===== src/rtl/sd_spi_master.sv =====
// Byte-wide SPI mode-0 initiator for SD cards: MSB first, programmable half-period,
// one active-low chip select per card. Everything runs on bus_clk.
module sd_spi_master #(
    parameter int DIV_WIDTH = 8,
    parameter int NUM_CS    = 2
) (
    input  logic                 bus_clk,
    input  logic                 bus_reset,
    input  logic [DIV_WIDTH-1:0] divider,
    input  logic [7:0]           tx_data,
    input  logic                 start,
    output logic                 busy,
    output logic                 done,
    output logic [7:0]           rx_data,
    input  logic                 cs_write,
    input  logic [NUM_CS-1:0]    cs_value,
    output logic [NUM_CS-1:0]    sd_cs,
    output logic                 sd_clock,
    output logic                 sd_di,
    input  logic                 sd_do
);

    typedef enum logic [1:0] {IDLE, LOW, HIGH} state_t;

    state_t               r_state;
    state_t               w_next_state;
    logic [DIV_WIDTH-1:0] r_div_reg;
    logic [DIV_WIDTH-1:0] r_div_cnt;
    logic [2:0]           r_bit_cnt;
    logic [7:0]           r_tx_shift;
    logic [7:0]           r_rx_shift;
    logic [7:0]           r_rx_data;
    logic                 r_done;
    logic [NUM_CS-1:0]    r_sd_cs;
    logic                 w_tick;

    assign w_tick = (r_div_cnt == '0);

    always_ff @(posedge bus_clk) begin
        if (bus_reset) r_state <= IDLE;
        else           r_state <= w_next_state;
    end

    always_comb begin
        w_next_state = r_state;
        unique case (r_state)
            IDLE:    if (start)  w_next_state = LOW;
            LOW:     if (w_tick) w_next_state = HIGH;
            HIGH:    if (w_tick) w_next_state = (r_bit_cnt == 3'd7) ? IDLE : LOW;
            default: w_next_state = IDLE;
        endcase
    end

    // Serial outputs follow the state directly; MOSI idles high between bytes.
    always_comb begin
        busy     = (r_state != IDLE);
        sd_clock = (r_state == HIGH);
        sd_di    = (r_state == IDLE) ? 1'b1 : r_tx_shift[7];
        done     = r_done;
        rx_data  = r_rx_data;
        sd_cs    = r_sd_cs;
    end

    always_ff @(posedge bus_clk) begin
        if (bus_reset) begin
            r_div_reg  <= '0;
            r_div_cnt  <= '0;
            r_bit_cnt  <= '0;
            r_tx_shift <= '0;
            r_rx_shift <= '0;
            r_rx_data  <= '0;
            r_done     <= 1'b0;
            r_sd_cs    <= '1;
        end else begin
            r_done <= 1'b0;
            unique case (r_state)
                IDLE: begin
                    if (cs_write) r_sd_cs <= cs_value;
                    if (start) begin
                        r_div_reg  <= divider;
                        r_div_cnt  <= divider;
                        r_tx_shift <= tx_data;
                        r_bit_cnt  <= '0;
                    end
                end
                LOW: begin
                    // MISO is captured on the edge that raises sd_clock.
                    if (w_tick) begin
                        r_div_cnt  <= r_div_reg;
                        r_rx_shift <= {r_rx_shift[6:0], sd_do};
                    end else begin
                        r_div_cnt <= r_div_cnt - 1'b1;
                    end
                end
                HIGH: begin
                    if (w_tick) begin
                        if (r_bit_cnt != 3'd7) begin
                            r_bit_cnt  <= r_bit_cnt + 1'b1;
                            r_tx_shift <= {r_tx_shift[6:0], 1'b0};
                            r_div_cnt  <= r_div_reg;
                        end else begin
                            r_rx_data <= r_rx_shift;
                            r_done    <= 1'b1;
                            r_bit_cnt <= '0;
                        end
                    end else begin
                        r_div_cnt <= r_div_cnt - 1'b1;
                    end
                end
                default: ;
            endcase
        end
    end

endmodule

===== config.mk =====
export PLATFORM = sky130hd
export DESIGN_NAME = sd_spi_master
export DESIGN_NICKNAME = d
export VERILOG_FILES = /design/src/rtl/sd_spi_master.sv
export SDC_FILE = /design/constraint.sdc
export NUM_CORES = 1
export LEC_CHECK = 0
export BUFFER_PORTS_ARGS = -buffer_cell sky130_fd_sc_hd__buf_2
export CAP_MARGIN = 30
export CORE_ASPECT_RATIO = 0.6
export CORE_UTILIZATION = 35
export CTS_CLUSTER_DIAMETER = 200
export DETAILED_ROUTE_END_ITERATION = 7
export GPL_ROUTABILITY_DRIVEN = 0
export HOLD_SLACK_MARGIN = 0.12
export PLACE_DENSITY = 0.51
export SYNTH_ARGS = -nofsm -noshare
export SYNTH_HDL_FRONTEND = slang
export SYNTH_SLANG_ARGS = --single-unit

===== constraint.sdc =====
create_clock -name bus_clk -period 2.6 [get_ports bus_clk]
set_clock_uncertainty 0.05 [all_clocks]
set_input_delay 0.26 -clock bus_clk [delete_from_list [all_inputs] [get_ports bus_clk]]
set_output_delay 0.26 -clock bus_clk [all_outputs]
set_load 0.05 [all_outputs]

# After elaboration in Yosys (flattened, before gate mapping)
# Index checks and enable logic that the tools add are counted.
[totals] ramBits=0 in_bits=23 wordCells=57 latch_bits=0 mem_bits_ro=0 out_inout_bits=14 regBits=48 mem_count=0
[op_classes] n_reduce_logical=14 order_cmp=0 n_div=0 n_shift=0 n_eq_ne=9 mul=0 add_sub_neg=2 bitwise_logic=3 muxes=20
[op_table] op="two-way mux 8 bit" count=7
[op_table] op="case mux 8 bit (3 select lines)" count=1
[op_table] op="case mux 8 bit (2 select lines)" count=1
[op_table] op="AND reduction 3 bit" count=4
[op_table] op="two-way mux 3 bit" count=3
[op_table] op="logical NOT 8 bit" count=1
[op_table] op="subtractor 8 x 1 -> 8 bit, second input constant" count=1
[op_table] op="two-way mux 2 bit" count=3
[op_table] op="case mux 2 bit (3 select lines)" count=1
[op_table] op="case mux 3 bit (2 select lines)" count=1
[op_table] op="AND reduction 2 bit" count=3
[op_table] op="inequality test 2 x 1 -> 1 bit, second input constant" count=2
[op_table] op="inequality test 2 bit, second input constant" count=2
[op_table] op="AND reduction 4 bit" count=1
[op_table] op="nonzero test 2 bit" count=2
[op_table] op="adder 3 x 1 -> 3 bit, second input constant" count=1
[op_table] op="== test 3 bit, second input constant" count=1
[op_table] op="two-way mux 1 bit" count=3
[op_table] op="inequality test 3 x 2 -> 1 bit, second input constant" count=1
[op_table] op="inequality test 3 bit, second input constant" count=1
[op_table] op="NOT 1 bit" count=3
[op_table] op="nonzero test 3 bit" count=1
[op_table] op="OR reduction 3 bit" count=1
[op_table] op="== test 2 x 1 -> 1 bit, second input constant" count=1
[op_table] op="other kinds (2)" count=2

# Longest topological paths before layout
# Gate-level depths: netlist of the first run.
[depth] depth_word=4 ltp_mapped=9 depth_no_buf=7

# Least setup slack after synthesis of the first run
# No wires, ideal clock.
[synth_path] path_kind="register -> register" start="register r_state[0]" end="register r_tx_shift[5]" arrival_time_ns=2.434 setup_ns=0.086 stages_incl_launch_ff=10 path_slack_ns=0.030 path_cell_list="dfxtp_1 > inv_1 > ha_1 > buf_1 > nor2b_1 > a31oi_1 > nor2_1 > clkbuf_1 > nor2_1 > a211oi_1"
[synth_between] elab_chain_len=3 elab_cells_between_ends=8 classes_between="4 x eq/ne; 1 x mux; 3 x reduce/logical"
[synth_rtl] item="from (decl)" line_no="25" source="state_t r_state;"
[synth_rtl] item="from (signal assigned)" line_no="41" source="else r_state <= w_next_state;"
[synth_rtl] item="== test 2 bit (*)"
[synth_rtl] item="via sd_clock" line_no="18" source="output logic sd_clock,"
[synth_rtl] item="inequality test 2 x 1 -> 1 bit (no source line) / nonzero test 2 bit (equally long branches)"
[synth_rtl] item="AND reduction 4 bit (no source line)"
[synth_rtl] item="to (signal assigned)" line_no="82" source="r_tx_shift <= tx_data;"
[synth_rtl] item="to (signal assigned)" line_no="99" source="r_tx_shift <= {r_tx_shift[6:0], 1'b0};"
[synth_rtl] item="to (decl)" line_no="30" source="logic [7:0] r_tx_shift;"
# Mark *: on every way through the listed nets, which the timed path passes. The rest lies on a longest branch.
# A chain may end at the register's enable or synchronous reset.

# Worst setup path after layout of the first run
[layout_path] start="register r_state[0]" end="register r_div_cnt[6]"
[layout_between] elab_chain_len=3 elab_cells_between_ends=8 classes_between="4 x eq/ne; 1 x mux; 3 x reduce/logical"
[layout_rtl] item="== test 2 bit, or another cell as far along" line_no="76" source="unique case (r_state)"
[layout_rtl] item="inequality test 3 x 2 -> 1 bit (no source line), or another cell as far along"
[layout_rtl] item="AND reduction 3 bit (no source line)"
[layout_rtl] item="to (signal assigned)" line_no="81" source="r_div_cnt <= divider;"
[layout_rtl] item="to (signal assigned)" line_no="89" source="r_div_cnt <= r_div_reg;"
[layout_rtl] item="to (signal assigned)" line_no="92" source="r_div_cnt <= r_div_cnt - 1'b1;"
[layout_rtl] item="to (decl)" line_no="28" source="logic [DIV_WIDTH-1:0] r_div_cnt;"
# Several ways; a longest one is shown, not always the timed one.

==> results.json, run 1 <==
{
  "cts_tree": "built",
  "final_common_cell": "dfxtp_1",
  "synth_seq_cells": 48,
  "seqPwrFrac_pct": 35.2,
  "grt_antenna_before_repair": 0,
  "via_per_inst": 5.02,
  "p_leak_nw": 1.16,
  "wl_met2_um": 1960,
  "postCtsHoldBufs": 0,
  "total_power_mw": 3.00,
  "p_sw_mw": 1.27,
  "core_area_sq_um": 6250,
  "place_hpwl_um": 3990,
  "drtPass1Iterations": 4,
  "finalNetCount": 336,
  "synth-edff-count": 0,
  "cp.arrival_ns": 2.46,
  "drc": 0,
  "die_area_sq_um": 6960,
  "pwr-share-comb_pct": 46.1,
  "required_ns": 2.77,
  "via_count": 1949,
  "wl_met3_um": 317,
  "cts-root-buf": "clkbuf_8",
  "io_pins": 37,
  "power_density_nw_per_um2": 1120,
  "worstMarginPinSlew_ns": 0.683,
  "routedWlPerCell_um": 14.3,
  "setup.worst_path.start_class": "flop",
  "grt_pass1_wl_um": 9700,
  "crit_fanout": 16,
  "p_clk_share_pct": 18.7,
  "final_cell_mix": "dfxtp_1, nor2_1, buf_2",
  "topRoutingLayerUsed": "met4",
  "ant_nets": 0,
  "wl_um": 5550,
  "clk_latency_ns": 0.30,
  "insertedDiodeCount": 0,
  "netlist_area_sq_um": 2320,
  "setup_tns_ns": 0,
  "ctsResizeCount": 0,
  "finalCritPeriodShare_pct": 88.1,
  "max_freq_mhz": 436,
  "maxSlewViolCount": 0,
  "end_kind": "flop",
  "ys_dominant_reg_cell": "dfxtp_1",
  "numCtsBuffers": 5,
  "overflow": 0,
  "wl_met1_um": 3220,
  "post-cts-setup-buffers": 0,
  "placementRows": 22,
  "die-height_um": 65.0,
  "hold_class": "input pin to flop",
  "syn_nets": 303,
  "layout-drive-gt1-share_pct": 19.7,
  "die_w_um": 107,
  "drv_cap": 0,
  "async_flop_share_pct": 0,
  "ir_drop_mv": 0.384,
  "synth_area_per_cell_sq_um": 8.59,
  "drt-initial-drc-count": 147,
  "p_int_mw": 1.73,
  "grt_max_degree": 27,
  "h-tree-depth": 2,
  "numPortBuffers": 36,
  "setup_violations": 0,
  "area_delta_synth_final_pct": 15.9,
  "grt.total_usage_pct": 18.2,
  "status": "finished clean",
  "synthDistinctLibCells": 40,
  "clkSlewWorstSetupHoldPaths_ns": 0.10,
  "synth_seq_area_share_pct": 41.4,
  "worst-setup-path-type": "flop to flop",
  "min_period_ns": 2.29,
  "switching_share_pct": 42.2,
  "syn_inst": 270,
  "rsz0062_at_grt": "false",
  "max-slew-margin-rel_pct": 54.4,
  "cts_sinks": 48,
  "cts_max_path_buffers": 2,
  "initial_utilization_pct": 37.1,
  "ys.warnings.count": 0,
  "grt_pass1_vias": 1929,
  "final-hold-violation-count": 0
}
[worst max-delay path, cell delays in order (launching register included)]
cell,delay (ns)
dfxtp_1,0.45
inv_1,0.10
ha_1,0.29
nand3b_1,0.14
or4_4,0.20
nor3b_4,0.62
nor2_1,0.11
a311oi_2,0.25
[area by class of cell]
class | instances | area, sq um
repair buffers | 43 | 233
flip-flops and latches | 48 | 961
inverters | 9 | 33.8
clock inverters | 3 | 46.3
fillers | 631 | 3560
well taps | 84 | 105
clock buffers | 5 | 68.8
multi-input cells | 196 | 1240
[power groups by stage]
stage | registers, mW | logic, mW | clock network (mW)
detailed placement | 1.07 | 1.38 | 0
global placement | 1.07 | 1.37 | 0
finish | 1.06 | 1.38 | 0.561
CTS | 1.05 | 1.39 | 0.579
floorplan | 1.05 | 1.07 | 0
global route | 1.08 | 1.56 | 0.615
[stage by stage]
step / std cells / worst slack [ns] / cell area [sq um] / utilization, % / hold slack, ns
6_report: 388 / 0.308 / 2690 / 43.0 / 0.139
5_1_grt: 388 / 0.0473 / 2690 / 43.0 / 0.161
4_1_cts: 388 / 0.279 / 2690 / 43.0 / 0.133
3_5_place_dp: 380 / 0.302 / 2570 / 41.1 / 0.397
3_3_place_gp: 380 / 0.330 / 2570 / 41.1 / 0.392
2_1_floorplan: 270 / 0.0302 / 2320 / - / 0.354
[path summary, 6_finish.rpt]
| check | slack [ns] | endpoint | start | cells past startpoint |
|---|---|---|---|---|
| min reg2reg | 0.41 | rx_data[5] | rx_data[5] | 2 |
| max reg2reg | 0.31 | r_div_cnt[6] | r_state[0] | 7 |
| min | 0.14 | r_rx_shift[0] | sd_do | 3 |
| max | 0.31 | r_div_cnt[6] | r_state[0] | 7 |
[routing by layer]
metal | GRT usage [%] | up-vias
met5 | 0 | -
met4 | 5.99 | 0
met3 | 4.43 | 5
met2 | 24.0 | 42
met1 | 27.9 | 886
li1 | - | 1016
[synth_stat cells, types with 4 or more instances]
cell      number  area, sq um
clkbuf_1      13         48.8
ha_1          10          125
a311oi_1       4         35.0
a21oi_1       18         90.1
o21ai_0        4         20.0
inv_1          9         33.8
nand2b_1       7         43.8
mux2i_1       18          180
nand2_1       27          101
nor2_1        40          150
dfxtp_1       48          961
a211oi_1       9         67.6
nand3_1       19         95.1
[cells by family (layout without fill, tap and decap cells)]
family	count (synthesis)	count (layout)	share of synthesized area, %
AOI/OAI and AO/OA	54	54	16.2
xor gates and xnor gates	3	3	1.13
adders and majority gates	10	10	5.40
buffers and inverters	26	60	5.18
DFF	48	48	41.4
muxes	18	18	7.77
and+or+nand+nor	111	111	22.8
No activity file was read; power rests on OpenSTA's default activity.
==> inputs of run 2 (changes only) <==
- PLACE_DENSITY: 0.51 -> 0.53
- clock period: 2.6 -> 1.9 ns (I/O delays scaled with it)
==> run 2 against run 1 <==
Effect of this change:
- the run now ends with negative setup slack left
- worst hold slack improved by 0.0054 ns
- first-iteration DRC count decreased by 5.4%
- cell count is 9.0% higher
- maximum frequency rose by 17%
- sequential share of layout area decreased by 5.1 points
- worst setup slack lost 0.37 ns
- combinational power increased by 97%
- total power is 62% higher
- critical path depth down 2
- via count rose by 9.2%
- cell area grew 17%
- highest routed layer unchanged
==> results.json, run 2 (synthesis results as in run 1) <==
{
  "status": "finished, violations left",
  "violations": "negative setup slack",
  "drtPass1Iterations": 4,
  "clk_latency_ns": 0.31,
  "ant_nets": 0,
  "initial_utilization_pct": 37.1,
  "ir_drop_mv": 0.747,
  "grt.total_usage_pct": 18.1,
  "grt_max_degree": 24,
  "p_sw_mw": 1.97,
  "placementRows": 22,
  "cts_tree": "built",
  "finalNetCount": 371,
  "routedWlPerCell_um": 13.8,
  "total_power_mw": 4.87,
  "via_count": 2128,
  "pwr-share-comb_pct": 55.8,
  "worst-setup-path-type": "flop to flop",
  "clkSlewWorstSetupHoldPaths_ns": 0.10,
  "p_clk_share_pct": 15.9,
  "rsz0062_at_grt": "true",
  "maxSlewViolCount": 0,
  "layout-drive-gt1-share_pct": 31.6,
  "grt_pass1_vias": 1939,
  "overflow": 0,
  "p_leak_nw": 1.35,
  "max-slew-margin-rel_pct": 69.2,
  "die_w_um": 107,
  "numCtsBuffers": 5,
  "min_period_ns": 1.96,
  "wl_um": 5850,
  "drc": 0,
  "area_delta_synth_final_pct": 35.8,
  "die-height_um": 65.0,
  "final_area_sq_um": 3150,
  "numPortBuffers": 36,
  "place_hpwl_um": 4020,
  "final_common_cell": "dfxtp_1",
  "seqPwrFrac_pct": 28.3,
  "p_int_mw": 2.90,
  "end_kind": "flop",
  "final-hold-violation-count": 0,
  "setup.worst_path.start_class": "flop",
  "dpl_cell_area_sq_um": 2760,
  "io_pins": 37,
  "insertedDiodeCount": 0,
  "fin_hold_ws_ns": 0.145,
  "cp.arrival_ns": 2.09,
  "die_area_sq_um": 6960,
  "cts-root-buf": "clkbuf_8",
  "worst_slack_ns": -0.0599,
  "h-tree-depth": 2,
  "hold_class": "input pin to flop",
  "via_per_inst": 5.03,
  "drt-initial-drc-count": 139,
  "switching_share_pct": 40.5,
  "final_cell_mix": "dfxtp_1, nor2_1, buf_2",
  "grt_antenna_before_repair": 0,
  "cts_max_path_buffers": 2,
  "fin_util_pct": 50.4,
  "setup_violations": 8,
  "worstMarginPinSlew_ns": 0.462,
  "max_freq_mhz": 510,
  "grt_pass1_wl_um": 9560,
  "drv_cap": 0,
  "cts_sinks": 48,
  "power_density_nw_per_um2": 1550,
  "core_area_sq_um": 6250,
  "finalCritPeriodShare_pct": 103,
  "required_ns": 2.03,
  "crit_fanout": 8
}
-- run 2: changes by cell type in the layout (fill, tap and decap cells not counted), moves of 3 or more --
| cell | delta |
|---|---|
| buf_4 | +20 |
| dlygate4sd3_1 | +11 |
| a211oi_1 | -4 |
| a211oi_2 | +4 |
| dfxtp_1 | -4 |
| dfxtp_2 | +4 |
| ha_1 | -3 |
| nor2_1 | -3 |
-- run 2: final timing paths --
kind                      from      endpoint  slack, ns  depth (start not counted)
setup reg to reg  r_div_cnt[3]  r_div_cnt[6]      -0.06                          5
setup / recovery  r_div_cnt[3]  r_div_cnt[6]      -0.06                          5
hold reg to reg     rx_data[6]    rx_data[6]       0.41                          2
hold / removal        cs_write      sd_cs[1]       0.14                          3
-- run 2: area by class of cell --
class / instances / area [sq um]
clock inverters: 3 / 46.3
inverters: 9 / 36.3
well taps: 84 / 105
clock buffers: 5 / 68.8
multi-input cells: 197 / 1370
repair buffers: 77 / 559
flip-flops and latches: 48 / 966
fillers: 632 / 3100
-- run 2: layer usage --
metal  GRT usage (%)  vias to the layer above  share of wire, %
li1                -                     1091                 -
met1            25.7                      972                54
met2            25.3                       56                37
met3            5.33                        9               6.9
met4            7.19                        0               1.6
met5               0                        -                 0
-- run 2: through the flow --
step                instances  worst slack, ns  TNS (ns)
finish                    423          -0.0599    -0.271
global route              423           -0.108    -0.808
CTS                       421          -0.0821    -0.390
detailed placement        400           -0.130    -0.810
global placement          400           -0.101    -0.526
floorplan                 270           -0.242     -1.92
-- run 2: what timing repair did --
action,in CTS,in global routing
buffers inserted,1,1
setup endpoints to repair,9,37
hold endpoints to repair,13,0
hold buffers,11,0
pin swaps,5,7
cloned,1,1
gates resized for setup,2,28
-- run 2: worst max-delay path: stages, from the launching register on --
cell      delay, ns
dfxtp_2        0.33
or4_4          0.53
or4_4          0.51
nor3b_4        0.21
nor2_1         0.15
a311oi_2       0.05
-- run 2: power groups by stage --
stage | Combinational [mW] | Clock [mW] | Sequential [mW]
after floorplan | 1.53 | 0 | 1.44
after global placement | 2.29 | 0 | 1.39
after detailed placement | 2.29 | 0 | 1.39
after CTS | 2.38 | 0.807 | 1.37
after global routing | 2.95 | 0.849 | 1.41
final | 2.72 | 0.777 | 1.38
==> inputs of run 3 (changes only) <==
- TNS_END_PERCENT: unset -> 30
==> run 3 against run 2 <==
Effect of this change:
- the run still ends with negative setup slack left
- total power down 6.7%
- cell count unchanged
- routed wire length is 0.46% higher
- non-clock buffer count is the same
- first-iteration DRC count is 2.9% lower
==> results.json, run 3 (synthesis results as in run 1) <==
{
  "r2r-start": "r_div_cnt[3]",
  "core_area_sq_um": 6250,
  "grt_antenna_before_repair": 0,
  "violations": "negative setup slack",
  "cp.arrival_ns": 2.08,
  "endpoint": "r_div_cnt[6]",
  "worst_slack_ns": -0.0654,
  "hold_class": "input pin to flop",
  "layout-drive-gt1-share_pct": 28.3,
  "numCtsBuffers": 5,
  "p_leak_nw": 1.33,
  "cp_slowest_stage_delay_ns": 0.53,
  "required_ns": 2.01,
  "wl_um": 5870,
  "die-height_um": 65.0,
  "initial_utilization_pct": 37.1,
  "rsz0062_at_grt": "true",
  "grt.total_usage_pct": 18.0,
  "cts_max_path_buffers": 2,
  "routedWlPerCell_um": 13.9,
  "startpoint": "r_div_cnt[3]",
  "die_area_sq_um": 6960,
  "maxSlewViolCount": 0,
  "h-tree-depth": 2,
  "clkSlewWorstSetupHoldPaths_ns": 0.09,
  "grt_max_degree": 28,
  "via_per_inst": 5.11,
  "finalNetCount": 371,
  "use_met2_pct": 23.6,
  "status": "finished, violations left",
  "die_w_um": 107,
  "max_freq_mhz": 509,
  "crit_slowest_cell": "or4_4",
  "grt_pass1_wl_um": 9600,
  "power_density_nw_per_um2": 1490,
  "ant_nets": 0,
  "setup.worst_path.start_class": "flop",
  "crit_chain": "or4_4, or4_4, nor3b_4, nor2_1, a311oi_2",
  "gr-usage-met3_pct": 3.62,
  "cts-root-buf": "clkbuf_8",
  "clk_latency_ns": 0.31,
  "via_count": 2162,
  "overflow": 0,
  "insertedDiodeCount": 0,
  "min_period_ns": 1.97,
  "cp_common_cell": "or4_4",
  "fin_util_pct": 48.8,
  "grt.busiest_layer": "met1",
  "numPortBuffers": 36,
  "max-slew-margin-rel_pct": 65.8,
  "end_kind": "flop",
  "setup_violations": 10,
  "worstMarginPinSlew_ns": 0.513,
  "place_hpwl_um": 4110,
  "worst-setup-path-type": "flop to flop",
  "use_met1_pct": 28.5,
  "drtPass1Iterations": 4,
  "r2r_slack_ns": -0.07,
  "crit_fanout": 8,
  "final_cell_mix": "dfxtp_1, nor2_1, buf_2",
  "total_power_mw": 4.55,
  "io_pins": 37,
  "drc": 0,
  "area_delta_synth_final_pct": 31.6,
  "final-hold-violation-count": 0,
  "ir_drop_mv": 0.527,
  "cts_sinks": 48,
  "final_common_cell": "dfxtp_1",
  "r2r_cells": 5,
  "whs_path_depth": 3,
  "grt_pass1_vias": 1871,
  "finalCritPeriodShare_pct": 103,
  "r2r_end": "r_div_cnt[6]",
  "cts_tree": "built",
  "placementRows": 22,
  "drt-initial-drc-count": 135,
  "drv_cap": 0
}
-- run 3: worst max-delay path, delay by kind of cell, from the launching register on --
family             cells  cell delay [ns]
AOI/OAI and AO/OA      1             0.06
DFF                    1             0.33
and+or+nand+nor        4             1.39
-- run 3: where the power goes --
group          leakage, nW  switching [mW]  internal, mW  total, mW
Clock               0.0479           0.360         0.257      0.618
Sequential           0.394           0.138          1.23       1.37
Combinational        0.892            1.38          1.18       2.56
-- run 3: final cells by class --
cell class              instances  area, sq um
multi-input cells             197         1300
fillers                       611         3200
clock buffers                   5         68.8
clock inverters                 3         18.8
repair buffers                 77          556
flip-flops and latches         48          965
inverters                       9         36.3
well taps                      84          105
-- run 3: layer usage --
metal	part of all wire (%)	wire, um
met5	0	0
met4	0.95	56
met3	6.9	404
met2	39	2260
met1	54	3150
-- run 3: worst min path at each step --
stage / to / from / slack [ns]
after global routing: sd_cs[1] / cs_value[1] / 0.16
after floorplan: r_rx_shift[0] / sd_do / 0.28
after detailed placement: r_rx_shift[0] / sd_do / 0.38
after global placement: r_rx_shift[0] / sd_do / 0.38
after CTS: sd_cs[1] / cs_write / 0.15
final: sd_cs[1] / cs_write / 0.15
-- run 3: metrics by stage --
| stage | setup slack (ns) | TNS, ns | cell area [sq um] | instances | hold slack (ns) |
|---|---|---|---|---|---|
| global placement | -0.0971 | -0.498 | 2780 | 401 | 0.382 |
| floorplan | -0.242 | -1.92 | 2360 | 270 | 0.284 |
| detailed placement | -0.120 | -0.698 | 2780 | 401 | 0.385 |
| CTS | -0.112 | -0.324 | 2990 | 421 | 0.152 |
| global route | -0.107 | -1.88 | 3050 | 423 | 0.163 |
| finish | -0.0654 | -0.324 | 3050 | 423 | 0.153 |
-- run 3: what timing repair did --
item	in CTS	in global routing
pin swaps	3	2
gates cloned	1	1
hold buffers	10	0
hold endpoints to repair	11	0
endpoints found under the setup margin	10	37
buffers inserted	1	1
gates resized for setup	3	7
